File: src/rtl/udp_pkt_arbiter.sv
// udp_pkt_arbiter
//   Merges two first-word-fall-through requester FIFOs carrying framed
//   packets (bit9 = SOF, bit8 = EOF, bits 7:0 = payload) into a single
//   destination FIFO. Whole packets are granted with round-robin priority.
//   Words that arrive outside a packet (no SOF) are dropped. Packets that
//   reach MAX_PKT_WORDS words without an EOF are force-terminated.
//
// Ports
//   clock, reset          : single clock, synchronous active-high reset
//   req0_empty/req0_dout  : requester 0 FIFO status and head word
//   req0_re               : requester 0 pop strobe (combinational)
//   req1_empty/req1_dout  : requester 1 FIFO status and head word
//   req1_re               : requester 1 pop strobe (combinational)
//   dst_full              : destination FIFO full
//   dst_we/dst_din        : destination write strobe and word (combinational)
//   grant                 : registered one-hot owner, 00 when idle
//   busy                  : registered, high while a packet is being moved
//   pkt_cnt0/pkt_cnt1     : packets completed per requester (wrapping)
//   drop_cnt              : orphan words discarded (wrapping)
//   trunc_cnt             : packets force-terminated (wrapping)
module udp_pkt_arbiter #(
   parameter int CNT_WIDTH     = 16,
   parameter int MAX_PKT_WORDS = 1500
) (
   input  logic                 clock,
   input  logic                 reset,
   input  logic                 req0_empty,
   input  logic [9:0]           req0_dout,
   output logic                 req0_re,
   input  logic                 req1_empty,
   input  logic [9:0]           req1_dout,
   output logic                 req1_re,
   input  logic                 dst_full,
   output logic                 dst_we,
   output logic [9:0]           dst_din,
   output logic [1:0]           grant,
   output logic                 busy,
   output logic [CNT_WIDTH-1:0] pkt_cnt0,
   output logic [CNT_WIDTH-1:0] pkt_cnt1,
   output logic [CNT_WIDTH-1:0] drop_cnt,
   output logic [CNT_WIDTH-1:0] trunc_cnt
);

   localparam int WC_W = $clog2(MAX_PKT_WORDS + 1);

   typedef enum logic {IDLE, XFER} state_t;

   state_t          state, state_nx;
   logic            last, last_nx;
   logic [1:0]      grant_nx;
   logic [WC_W-1:0] wcnt, wcnt_nx;

   logic [1:0]       empty;
   logic [1:0][9:0]  head;
   logic [1:0]       req_re;
   logic             pref, cand, own, final_word;
   logic [1:0]       inc_pkt;
   logic             inc_drop, inc_trunc;

   assign empty   = {req1_empty, req0_empty};
   assign head    = {req1_dout, req0_dout};
   assign req0_re = req_re[0];
   assign req1_re = req_re[1];

   // Requester that did not win last goes first; the other one only
   // gets a look when the preferred FIFO is empty.
   assign pref = ~last;
   assign cand = empty[pref] ? ~pref : pref;
   assign own  = grant[1];
   // wcnt counts words already moved, so this word is number wcnt+1
   assign final_word = (wcnt == WC_W'(MAX_PKT_WORDS - 1));

   always_comb begin
      state_nx  = state;
      grant_nx  = grant;
      last_nx   = last;
      wcnt_nx   = wcnt;
      req_re    = '0;
      dst_we    = 1'b0;
      dst_din   = '0;
      inc_pkt   = '0;
      inc_drop  = 1'b0;
      inc_trunc = 1'b0;
      case (state)
         IDLE: begin
            if (!empty[cand]) begin
               if (head[cand][9]) begin
                  // SOF at the head: grant now, move words next cycle
                  grant_nx = cand ? 2'b10 : 2'b01;
                  wcnt_nx  = '0;
                  state_nx = XFER;
               end else begin
                  // orphan word: pop and discard, priority unchanged
                  req_re[cand] = 1'b1;
                  inc_drop     = 1'b1;
               end
            end
         end
         XFER: begin
            if (!empty[own] && !dst_full) begin
               req_re[own] = 1'b1;
               dst_we      = 1'b1;
               dst_din     = head[own];
               wcnt_nx     = wcnt + WC_W'(1);
               if (head[own][8] || final_word) begin
                  dst_din[8]   = 1'b1;
                  inc_pkt[own] = 1'b1;
                  inc_trunc    = ~head[own][8];
                  last_nx      = own;
                  grant_nx     = '0;
                  state_nx     = IDLE;
               end
            end
         end
         default: state_nx = IDLE;
      endcase
      // no strobes may leave the block while reset is held
      if (reset) begin
         req_re = '0;
         dst_we = 1'b0;
      end
   end

   always_ff @(posedge clock) begin
      if (reset) begin
         state <= IDLE;
         grant <= '0;
         busy  <= 1'b0;
         last  <= 1'b1;
         wcnt  <= '0;
      end else begin
         state <= state_nx;
         grant <= grant_nx;
         busy  <= (state_nx == XFER);
         last  <= last_nx;
         wcnt  <= wcnt_nx;
      end
   end

   always_ff @(posedge clock) begin
      if (reset) begin
         pkt_cnt0  <= '0;
         pkt_cnt1  <= '0;
         drop_cnt  <= '0;
         trunc_cnt <= '0;
      end else begin
         if (inc_pkt[0]) pkt_cnt0  <= pkt_cnt0  + CNT_WIDTH'(1);
         if (inc_pkt[1]) pkt_cnt1  <= pkt_cnt1  + CNT_WIDTH'(1);
         if (inc_drop)   drop_cnt  <= drop_cnt  + CNT_WIDTH'(1);
         if (inc_trunc)  trunc_cnt <= trunc_cnt + CNT_WIDTH'(1);
      end
   end

endmodule

File: config.mk
export PLATFORM = sky130hd
export DESIGN_NAME = udp_pkt_arbiter
export DESIGN_NICKNAME = d
export VERILOG_FILES = /design/src/rtl/udp_pkt_arbiter.sv
export SDC_FILE = /design/constraint.sdc
export NUM_CORES = 1
export LEC_CHECK = 0
export CAP_MARGIN = 20
export CORE_MARGIN = 4
export CORE_UTILIZATION = 45
export DETAILED_ROUTE_END_ITERATION = 12
export PLACE_DENSITY = 0.76
export SLEW_MARGIN = 5
export SYNTH_ARGS = -nofsm -noshare
export SYNTH_HDL_FRONTEND = slang
export SYNTH_SLANG_ARGS = --single-unit
File: constraint.sdc
create_clock -name clock -period 1.95 [get_ports clock]
set_input_delay 0.39 -clock clock [delete_from_list [all_inputs] [get_ports clock]]
set_output_delay 0.39 -clock clock [all_outputs]
set_load 0.05 [all_outputs]
=== Word level (Yosys, flattened, before mapping) ===
Cells that the tools add are included.

* Register bits after elaboration: 79
* Input bits: 25
* Output and inout port bits: 80
* Logic and storage cells: 85

* Add/subtract/negate cells: 5
* Magnitude comparators: 5
* Eq/ne operators: 5
* Muxes and demuxes: 50
* Bitwise gates (word level): 3
* Reduce and logical (&&, ||, !) cells: 9

{| class="wikitable"
|+ Operator list
! kind !! number
|-
| adder 16 x 1 -> 16 bit (second input constant) || 4
|-
| 2-to-1 mux 10 bit || 6
|-
| 2-to-1 mux 11 bit || 3
|-
| 2-to-1 mux 2 bit || 12
|-
| 2-to-1 mux 1 bit || 23
|-
| case mux 11 bit (2 select lines) || 1
|-
| adder 11 x 1 -> 11 bit (second input constant) || 1
|-
| == test 11 bit (second input constant) || 1
|-
| case mux 2 bit (2 select lines) || 2
|-
| < comparator 1 x 2 -> 1 bit (second input constant) || 3
|-
| AND reduction 3 bit || 2
|-
| inequality test 2 x 1 -> 1 bit (second input constant) || 2
|-
| inequality test 2 bit (second input constant) || 2
|-
| AND reduction 4 bit || 1
|-
| logical AND 1 bit || 3
|-
| inverter 1 bit || 3
|-
| demux 1 bit (select 1 bit) || 2
|-
| >= comparator 1 bit (second input constant) || 2
|-
| logical NOT 1 bit || 2
|-
| case mux 1 bit (2 select lines) || 1
|-
| logical OR 1 bit || 1
|}

=== Logic depth before layout (Yosys ltp) ===
Gate-level depths: netlist of the first run.

* Depth in word-level cells: 12
* Gate-level depth with buffers: 7
* Depth with buffers taken out: 5

=== Worst setup path after synthesis of the first run ===
OpenSTA, ideal clock, no wires.

* Path type: register -> output
* Start: register grant[1]
* End: output port dst_din[9]
* Arrival time: 2.504 ns
* Data required time: 1.560 ns
* Setup slack: -0.944 ns
* Stages on the path, launching flop included: 7
* Path buffers: 4
* Path through: dfxtp_1 > buf_6 > or4b_1 > buf_2 > clkbuf_1 > clkbuf_1 > o22ai_1

* Longest elaborated chain between the ends: 6
* Elaborated cells on any way between the ends: 8
* Those cells by class: mux (6); reduce/logical (2)

{| class="wikitable"
|+ RTL lines
! item !! line !! RTL
|-
| start, declared || 36 || <nowiki>output logic [1:0] grant,</nowiki>
|-
| start signal, assigned || 133 || <nowiki>grant <= grant_nx;</nowiki>
|-
| 2-to-1 mux 1 bit (implied by the code) (2 in a row) || 100 || <nowiki>if (!empty[own] && !dst_full) begin</nowiki>
|-
| logical NOT 1 bit || 100 ||
|-
| logical AND 1 bit || 100 ||
|-
| 2-to-1 mux 10 bit * || 100 ||
|-
| 2-to-1 mux 10 bit * || 84 || <nowiki>case (state)</nowiki>
|-
| end, declared || 35 || <nowiki>output logic [9:0] dst_din,</nowiki>
|}

Every way passes the cells marked *; elsewhere a longest branch is shown, timed or not. The select of a mux whose other input is x is not followed.

=== Final worst setup path of the first run ===
* Start: register last
* End: output port req1_re

* Longest elaborated chain between the ends: 11
* Elaborated cells on any way between the ends: 17
* Those cells by class: order compare (2); mux (13); bitwise (1); reduce/logical (1)

{| class="wikitable"
|+ RTL lines
! item !! line !! RTL
|-
| start, declared || 49 || <nowiki>logic last, last_nx;</nowiki>
|-
| start signal, assigned || 135 || <nowiki>last <= last_nx;</nowiki>
|-
| 2-to-1 mux 1 bit (implied by the code) (2 in a row) || 68 || <nowiki>assign cand = empty[pref] ? ~pref : pref;</nowiki>
|-
| 2-to-1 mux 1 bit * || 68 ||
|-
| < comparator 1 x 2 -> 1 bit (implied by the code) / >= comparator 1 bit (equally long branches) || 94 || <nowiki>req_re[cand] = 1'b1;</nowiki>
|-
| logical AND 1 bit (implied by the code) || 94 ||
|-
| 2-to-1 mux 1 bit (implied by the code) || 94 ||
|-
| demux 1 bit (select 1 bit) || 94 ||
|-
| 2-to-1 mux 2 bit || 87 || <nowiki>if (head[cand][9]) begin</nowiki>
|-
| 2-to-1 mux 2 bit * || 86 || <nowiki>if (!empty[cand]) begin</nowiki>
|-
| case mux 2 bit (2 select lines) * || 84 ||
|-
| 2-to-1 mux 2 bit * || 118 || <nowiki>if (reset) begin</nowiki>
|-
| end, declared || 32 || <nowiki>output logic req1_re,</nowiki>
|}

Marked as above.

==> flow_metrics.env, run 1 <==
export IMPL_clock_path_buffers=2
export IMPL_r2r_slack_ps=-50
export IMPL_rsz0062_at_grt="true"
export IMPL_syn_nets=565
export IMPL_p_leak_uw=0.00288
export IMPL_chipHeight_um=107
export IMPL_num_antenna_cells=0
export IMPL_fp_dieW_um=107
export IMPL_synth_area_leaders="dfxtp_1 (36%), or4_1 (5.9%), a21oi_1 (5.7%)"
export IMPL_initial_core_util_pct=46.9
export IMPL_crit_arrival_ps=1800
export IMPL_cts_inserted_buffers=9
export IMPL_cts_tree="done"
export IMPL_ys_async_sr_fraction_pct=0
export IMPL_drive_gt1_share_pct=33.6
export IMPL_max_slew_margin_pct=63.7
export IMPL_ios=105
export IMPL_fin_nets=712
export IMPL_grt_pass1_vias=4481
export IMPL_finalWeightedCongestion=0.837
export IMPL_path_clk_slew_ps=80
export IMPL_htree_levels=3
export IMPL_ctsHoldBuffers=0
export IMPL_routedWlPerCell_um=16.7
export IMPL_clkSinkCount=79
export IMPL_areaGrowthSynthToFinish_pct=52.5
export IMPL_vdd_drop_max_uv=635
export IMPL_ys_types=51
export IMPL_antenna_found_initial=0
export IMPL_fin_ws_ps=-242
export IMPL_path_class="flip-flop to primary output"
export IMPL_worst_pin_slew_ps=544
export IMPL_place_hpwl_mm=9.34
export IMPL_globalRouteOverflowTotal=0
export IMPL_fmax_mhz=456
export IMPL_grt_max_degree=40
export IMPL_cp_max_fo=2
export IMPL_pre_cts_slack_ps=-548
export IMPL_row_count=35
export IMPL_min_path_type="flip-flop to flip-flop"
export IMPL_powerDensity_nw_per_um2=477
export IMPL_ys_seq_elements=79
export IMPL_syn_area_per_cell_um2=8.26
export IMPL_tns_ps=-1510
export IMPL_fin_crit_ps=2190
export IMPL_netlist_area_um2=4420
export IMPL_final_antenna_net_count=0
export IMPL_track_usage_pct=22.5
export IMPL_final_hold_viol_count=0
export IMPL_setup_viol=16
export IMPL_period_share_pct=112
export IMPL_fin_util_pct=71.6
export IMPL_drc=0
export IMPL_vias=4851
export IMPL_grt_pass1_wl_mm=21.4
export IMPL_dieArea_um2=11500
export IMPL_setup_worst_path_start_class="flip-flop"
export IMPL_io_buffers=104
export IMPL_seq_area_frac_synth_pct=35.8
export IMPL_fin_skew_ps=15.6
export IMPL_worst_setup_path_end_kind="primary output"
export IMPL_clock_latency_ps=350
export IMPL_synth_ff_type="dfxtp_1"
export IMPL_violations="setup timing"
export IMPL_required_ps=1560
export IMPL_totalWireLength_mm=13.6
export IMPL_yosysTopAreaCell="dfxtp_1"
export IMPL_via_per_inst=5.94
export IMPL_syn_inst=535
export IMPL_cap_violations=0
export IMPL_drv_slew=0
export IMPL_synth_edf_count=0
export IMPL_core_area_um2=9420
export IMPL_nFillCells=735
export IMPL_root_buffer="clkbuf_8"
export IMPL_outcome="finished with violations"
export IMPL_drt_iter0_markers=201
export IMPL_yosysWarnings=0
export IMPL_drt_first_pass_iters=5
export IMPL_yosysTopAreaCellShare_pct=35.8
-- synth_stat cells, types with 4 or more instances --
library cell,n
nand2_1,33
o21ai_0,14
clkbuf_1,33
a21oi_1,50
or3_1,20
nand4_1,20
nor2b_1,22
nor3_1,11
buf_1,4
a31oi_1,4
inv_1,11
a311oi_1,4
and2_1,7
o31ai_1,31
o31a_1,4
dfxtp_1,79
nor4_1,9
ha_1,5
mux2_2,21
and4_1,8
nand3_1,22
or4_1,35
nor2_1,27
a22o_1,8
and3_1,9
-- report_power, final --
group / switching [uW] / internal [uW]
clock: 608 / 465
sequential: 12.5 / 1620
combinational: 279 / 235
-- logic make-up after synthesis --
| family | synth area share (%) |
|---|---|
| buffers and inverters | 5.10 |
| and+or+nand+nor | 31.8 |
| DFF | 35.8 |
| muxes | 5.80 |
| AOI/OAI and AO/OA | 20.1 |
| adders and majority gates | 1.42 |
-- stage by stage --
stage                     cells  power [uW]  hold WS (ps)  instance area (um^2)
after CTS                   804        3190           484                  6380
after floorplan             535        1900           471                  4570
after global routing        816        3360           490                  6740
after detailed placement    779        2100           473                  6040
final                       816        3220           472                  6740
after global placement      779        2090           460                  6040
-- flip-flops by register name, summed over array words and instances, names as in the netlist --
name and flops:
drop_cnt 16, pkt_cnt0 16, pkt_cnt1 16, trunc_cnt 16, wcnt 11, grant 2
last 1, state 1
-- placed cells by master (no fill, tap or decap), drive strengths merged, types with 12 or more instances in the layout --
master and count:
a21oi 50, dlygate4sd2 21, nand3 22, inv 12, nor2 27, dlymetal6s2s 22, buf 114, mux2 21
o21ai 15, nand2 33, clkdlybuf4s50 20, o31ai 31, clkbuf 12, or3 20, nand4 20, or4 35
dfxtp 79, nor2b 22
-- worst max-delay path, cell delays in order, from the launching register on --
cell and delay, ps:
dfxtp_2 330, nor2b_4 130, o32a_1 310, or3_4 380
a21oi_4 160, buf_12 150
-- path summary, 6_finish.rpt --
path | startpoint | cells after the start | end
hold reg to reg | grant[0] | 2 | grant[0]
setup / recovery | last | 5 | req1_re
setup reg to reg | grant[1] | 6 | pkt_cnt1[15]
hold / removal | grant[0] | 2 | grant[0]
-- area by class of cell --
type | count | area [um^2] | area share (%)
Multi-Input combinational cell | 402 | 2960 | 44.0
Timing Repair Buffer | 179 | 1770 | 26.3
Sequential cell | 79 | 1640 | 24.3
Tap cell | 129 | 161 | 2.40
Clock buffer | 11 | 131 | 1.95
Inverter | 11 | 41.3 | 0.613
Clock inverter | 5 | 33.8 | 0.501
-- metal layers --
| metal | vias up | part of all wire (%) | routed length (um) | GRT usage, % |
|---|---|---|---|---|
| li1 | 2353 | - | - | - |
| met3 | 16 | 6.2 | 838 | 5.66 |
| met5 | - | 0 | 0 | 0 |
| met4 | 0 | 1.2 | 159 | 5.21 |
| met2 | 155 | 50 | 6860 | 39.3 |
| met1 | 2327 | 42 | 5760 | 27.6 |
-- repair_timing --
item	4_1_cts	5_1_grt
buffers inserted	10	12
pin swaps	8	12
setup endpoints to repair	71	76
gates resized for setup	54	66
Note: power is estimated with default switching activity, not from simulation.
==> inputs of run 2 (changes only) <==
--- a/config.mk
+++ b/config.mk
@@ -5,7 +5,6 @@
 export SDC_FILE = /design/constraint.sdc
 export NUM_CORES = 1
 export LEC_CHECK = 0
-export CAP_MARGIN = 20
 export CORE_MARGIN = 4
 export CORE_UTILIZATION = 45
 export DETAILED_ROUTE_END_ITERATION = 12
==> results of run 2 <==
No change in the layout: final DEF, timing and power equal those of run 1.
